## config.mk

```make
export PLATFORM = sky130hd
export DESIGN_NAME = unidad_logica_param
export DESIGN_NICKNAME = d
export VERILOG_FILES = /design/src/rtl/puertas_pkg.sv /design/src/rtl/antirrebote.sv /design/src/rtl/unidad_logica_param.sv
export SDC_FILE = /design/constraint.sdc
export NUM_CORES = 1
export LEC_CHECK = 0
export ABC_AREA = 0
export ABC_CLOCK_PERIOD_IN_PS = 3000
export CAP_MARGIN = 20
export CORE_UTILIZATION = 43
export DETAILED_ROUTE_END_ITERATION = 7
export GPL_ROUTABILITY_DRIVEN = 0
export PLACE_DENSITY = 0.66
export SYNTH_ARGS = -nofsm -noshare
export SYNTH_HDL_FRONTEND = slang
export SYNTH_SLANG_ARGS = --single-unit
```

## constraint.sdc

```tcl
create_clock -name clk -period 3 [get_ports clk]
set_clock_uncertainty 0.05 [all_clocks]
set_input_delay 0.9 -clock clk [delete_from_list [all_inputs] [get_ports clk]]
set_output_delay 0.9 -clock clk [all_outputs]
set_load 0.01 [all_outputs]
```

## src/rtl/puertas_pkg.sv

```systemverilog
// Shared op-code definitions and the bitwise gate function for the logic unit.
package puertas_pkg;

  localparam int OP_W  = 3;
  localparam int MAX_W = 32;

  localparam logic [OP_W-1:0] OP_NOT  = 3'd0;
  localparam logic [OP_W-1:0] OP_AND  = 3'd1;
  localparam logic [OP_W-1:0] OP_OR   = 3'd2;
  localparam logic [OP_W-1:0] OP_XOR  = 3'd3;
  localparam logic [OP_W-1:0] OP_NAND = 3'd4;
  localparam logic [OP_W-1:0] OP_NOR  = 3'd5;
  localparam logic [OP_W-1:0] OP_XNOR = 3'd6;
  localparam logic [OP_W-1:0] OP_BUF  = 3'd7;

  // Works at the maximum width; callers zero-extend operands and truncate the result.
  function automatic logic [MAX_W-1:0] aplicar_op(input logic [OP_W-1:0]  op,
                                                  input logic [MAX_W-1:0] a,
                                                  input logic [MAX_W-1:0] b);
    logic [MAX_W-1:0] r;
    case (op)
      OP_NOT:  r = ~a;
      OP_AND:  r = a & b;
      OP_OR:   r = a | b;
      OP_XOR:  r = a ^ b;
      OP_NAND: r = ~(a & b);
      OP_NOR:  r = ~(a | b);
      OP_XNOR: r = ~(a ^ b);
      default: r = a;
    endcase
    return r;
  endfunction

endpackage

```

## src/rtl/antirrebote.sv

```systemverilog
// Push-button conditioner: 2-flop synchroniser, level debouncer and rising-edge press pulse.
module antirrebote #(
  parameter int DEB_CYCLES = 1000000
) (
  input  logic clk,
  input  logic rst,
  input  logic btn_raw,
  output logic press,
  output logic level
);

  localparam int CNT_W = (DEB_CYCLES < 2) ? 1 : $clog2(DEB_CYCLES + 1);
  localparam logic [CNT_W-1:0] CNT_LAST = CNT_W'(DEB_CYCLES - 1);

  logic             s1_q, s2_q;
  logic             level_q, level_d;
  logic             prev_q;
  logic [CNT_W-1:0] cnt_q, cnt_d;

  // Counter runs only while the synchronised input disagrees with the accepted level.
  always_comb begin
    level_d = level_q;
    cnt_d   = '0;
    if (s2_q != level_q) begin
      if (cnt_q == CNT_LAST) begin
        level_d = s2_q;
      end else begin
        cnt_d = cnt_q + CNT_W'(1);
      end
    end
  end

  always_ff @(posedge clk) begin
    if (rst) begin
      s1_q    <= 1'b0;
      s2_q    <= 1'b0;
      level_q <= 1'b0;
      prev_q  <= 1'b0;
      cnt_q   <= '0;
    end else begin
      s1_q    <= btn_raw;
      s2_q    <= s1_q;
      level_q <= level_d;
      prev_q  <= level_q;
      cnt_q   <= cnt_d;
    end
  end

  assign press = level_q & ~prev_q;
  assign level = level_q;

endmodule

```

## src/rtl/unidad_logica_param.sv

```systemverilog
// WIDTH-bit registered logic unit with eight gate functions, stepped by a debounced button.
module unidad_logica_param
  import puertas_pkg::*;
#(
  parameter int WIDTH      = 8,
  parameter int DEB_CYCLES = 1000000,
  parameter int RESET_OP   = 0
) (
  input  logic             clk,
  input  logic             rst,
  input  logic [WIDTH-1:0] a,
  input  logic [WIDTH-1:0] b,
  input  logic             in_valid,
  input  logic             btn_next,
  input  logic             op_load,
  input  logic [OP_W-1:0]  op_in,
  output logic [WIDTH-1:0] out,
  output logic             out_valid,
  output logic [OP_W-1:0]  op_cur
);

  logic             press;
  logic             btn_level_unused;
  logic [OP_W-1:0]  op_q, op_d;
  logic [WIDTH-1:0] out_q, out_d;
  logic             valid_q;

  antirrebote #(
    .DEB_CYCLES(DEB_CYCLES)
  ) u_antirrebote (
    .clk    (clk),
    .rst    (rst),
    .btn_raw(btn_next),
    .press  (press),
    .level  (btn_level_unused)
  );

  // Load wins over a coincident press; the press is dropped, not queued.
  always_comb begin
    op_d = op_q;
    if (op_load) begin
      op_d = op_in;
    end else if (press) begin
      op_d = op_q + OP_W'(1);
    end
  end

  always_comb begin
    out_d = out_q;
    if (in_valid) begin
      out_d = WIDTH'(aplicar_op(op_q, MAX_W'(a), MAX_W'(b)));
    end
  end

  always_ff @(posedge clk) begin
    if (rst) begin
      op_q    <= OP_W'(RESET_OP);
      out_q   <= '0;
      valid_q <= 1'b0;
    end else begin
      op_q    <= op_d;
      out_q   <= out_d;
      valid_q <= in_valid;
    end
  end

  assign out       = out_q;
  assign out_valid = valid_q;
  assign op_cur    = op_q;

endmodule

```

==> metrics <==
result of the run=finished clean; area of the die=5530 sq um; RSZ-0062 raised after global routing=false; clk sink count=36; setup slack of the most critical reg-to-reg path=740 ps; first-pass GRT wire length=just under 8 mm; net switching power of the design=0.000298 W; number of H-tree branching levels=2; mean post-synth cell area=8.25 sq um; post-detailed-placement half-perimeter wirelength=3.28 mm; Core Area=approximately 4900 sq um; critical path data required time=2050 ps; class of the most critical hold timing path=reg -> reg; post-detailed-route via-to-cell ratio=5.18; Initial Utilization=46.2%; post-synthesis async set-or-reset flop share=0%; Setup TNS Final=0 ps; crit share post-route=78.7%; remaining design rule violation count=0; worst rel slew slack=59.2%; root buffer selected by CTS=sky130_fd_sc_hd__clkbuf_8; highest achievable clock rate=423 MHz; power density over the cells=398 nW/um^2; Mapped Area=2250 sq um; area growth from synthesis to layout=21.1%; number of instances resized during post-cts repair=0; antenna diode instance count=0; R2R Path Start=op_cur[2]; final net count=352; Placed Area=2630 sq um; Die W=74.4 um; fraction of final layout cells sized beyond drive strength 1=5.21%; gr ovfl total=0; critical path class=reg -> out; number of violations of the max-capacitance limit=0; Post-Syn Nets=319; global-route total usage across every layer=18.2%; final routed wirelength across all metal layers=4.59 mm; Design Area, Final=2730 sq um; DR iter-0 viols=between 100 and 150; EDFF count, synth=0; highest fanout seen on the critical path=15; chip height=around 74 um; synth warn=0; Most used DFF post-synth=sky130_fd_sc_hd__dfxtp_1; Unique masters post-synth=38; flops & latches, synth=36; wire length per cell after detailed routing=12.3 um; sequential-to-total area share from yosys stat=32.0%; number of buffers on the longest clock path=2; number of buffers inserted to repair setup after CTS=0; top-level I/O count=36; TritonCTS clock tree=done; initial antenna violation count=0; Final Critical Period=2360 ps; Vias=1937; worst path arrival time=1410 ps; clk_lat worst skew=about 290 ps; critical path capture point type=output pin; number of max-slew violations in the final report=0; PortBufs=35; total internal power=0.000789 W; Inserted Clock Buffers=5; Clock transition at path regs=~80 ps; row count=25; measured slew at the worst slew-check pin=612 ps; number of nets with antenna violations after routing=0; via count of the first global-routing pass=1760; synthesized netlist cell count=273; number of detailed-routing iterations run before antenna repair=4; Pleak=1.08 nW; Final Hold Fails=0; largest net degree at the start of global routing=19; sequential cell fraction of total power=46.1%; number of hold buffers added after CTS=0; Logic pwr share=19.3%; start point of the critical path=op_cur[2]; final number of setup-violating endpoints=0; maximum VDD drop=0.248 mV; Worst Setup Start Kind=flop; Worst Hold Launch=out[5]; net switching fraction of the power=27.4%; portion of total power attributed to the clock network=around 35%
power groups by stage:
stage	Clock [W]	Combinational [W]	Sequential, W
floorplan	0	0.000117	0.000519
global placement	0	0.000205	0.000513
detailed placement	0	0.000208	0.000513
CTS	0.000383	0.000210	0.000502
global route	0.000408	0.000235	0.000504
finish	0.000376	0.000209	0.000502
critical path: stages (launching register included):
cell,delay [ps]
sky130_fd_sc_hd__dfxtp_1,330
sky130_fd_sc_hd__buf_4,220
sky130_fd_sc_hd__clkdlybuf4s50_1,570
metal layers:
metal / GRT usage, % / share of wire (%)
met1: 26.6 / 53
met2: 27.3 / 43
met3: 3.66 / 4.2
met4: 4.40 / 0.54
met5: 0 / 0
logic make-up after synthesis:
group	after synthesis	synth area share [%]
adders and majority gates	22	12.2
muxes	5	2.28
and+or+nand+nor	93	20.9
AOI/OAI and AO/OA	49	15.4
xor gates and xnor gates	20	7.78
DFF	36	32.0
buffers and inverters	48	9.44
stage by stage:
step           total power [W]  util [%]  hold slack, ps  worst slack, ps  cells
2_1_floorplan         0.000636         -             364              830    273
3_5_place_dp          0.000721      53.9             392              399    366
5_1_grt                0.00115      55.9             428              568    374
6_report               0.00109      55.9             402              638    374
3_3_place_gp          0.000719      53.9             365              426    366
4_1_cts                0.00109      55.9             404              628    374
flip-flops by register name, summed over array words and instances, names as in the netlist:
name and cells:
op_cur 3, out 8, out_valid 1, u_antirrebote.cnt_q 20, u_antirrebote.level 1, u_antirrebote.prev_q 1
u_antirrebote.s1_q 1, u_antirrebote.s2_q 1
cell type report:
| class | count | area, sq um |
|---|---|---|
| fill | 472 | 2150 |
| multi-input combinational | 189 | 1320 |
| sequential | 36 | 721 |
| timing repair buffer | 38 | 373 |
| inverter | 36 | 135 |
| tap | 67 | 83.8 |
| clock buffer | 6 | 82.6 |
| clock inverter | 2 | 13.8 |
synthesized netlist by cell type (all sizes together) (8+ instances only):
cell type  instances  area [sq um]
a21oi              9          45.0
a221oi            14           123
buf                9          66.3
dfxtp             36           721
ha                22           275
inv               35           131
nand2             16          60.1
nand2b             8          50.1
nor2              37           139
o21ai             11          55.1
xnor2              8          70.1
xor2              12           105
cells in the final DEF, fill, tap and decap left out, types with 2 or more instances in the layout:
cell type / Yosys / layout
sky130_fd_sc_hd__a21oi_1: 9 / 9
sky130_fd_sc_hd__a221oi_1: 14 / 14
sky130_fd_sc_hd__a222oi_1: 4 / 4
sky130_fd_sc_hd__and3_1: 3 / 3
sky130_fd_sc_hd__and4_1: 3 / 3
sky130_fd_sc_hd__buf_4: 1 / 3
sky130_fd_sc_hd__clkbuf_8: 0 / 6
sky130_fd_sc_hd__clkdlybuf4s50_1: 0 / 35
sky130_fd_sc_hd__dfxtp_1: 36 / 36
sky130_fd_sc_hd__ha_1: 22 / 22
sky130_fd_sc_hd__inv_1: 35 / 35
sky130_fd_sc_hd__mux2i_1: 4 / 4
sky130_fd_sc_hd__nand2_1: 16 / 16
sky130_fd_sc_hd__nand2b_1: 8 / 8
sky130_fd_sc_hd__nand3_1: 6 / 6
sky130_fd_sc_hd__nand4_1: 3 / 3
sky130_fd_sc_hd__nor2_1: 37 / 37
sky130_fd_sc_hd__nor2b_1: 4 / 4
sky130_fd_sc_hd__nor3_1: 3 / 3
sky130_fd_sc_hd__nor3_2: 2 / 2
sky130_fd_sc_hd__nor4b_1: 3 / 3
sky130_fd_sc_hd__o211ai_1: 4 / 4
sky130_fd_sc_hd__o21ai_0: 8 / 8
sky130_fd_sc_hd__o21ai_1: 3 / 3
sky130_fd_sc_hd__o22ai_1: 2 / 2
sky130_fd_sc_hd__o32ai_1: 3 / 3
sky130_fd_sc_hd__xnor2_1: 8 / 8
sky130_fd_sc_hd__xor2_1: 12 / 12
worst paths after layout:
kind                             endpoint  depth (start not counted)
worst max-delay path            op_cur[2]                          2
worst min register to register     out[5]                          2
worst min-delay path               out[5]                          2
worst max register to register     out[7]                          6
(Power assumes the default switching activity.)
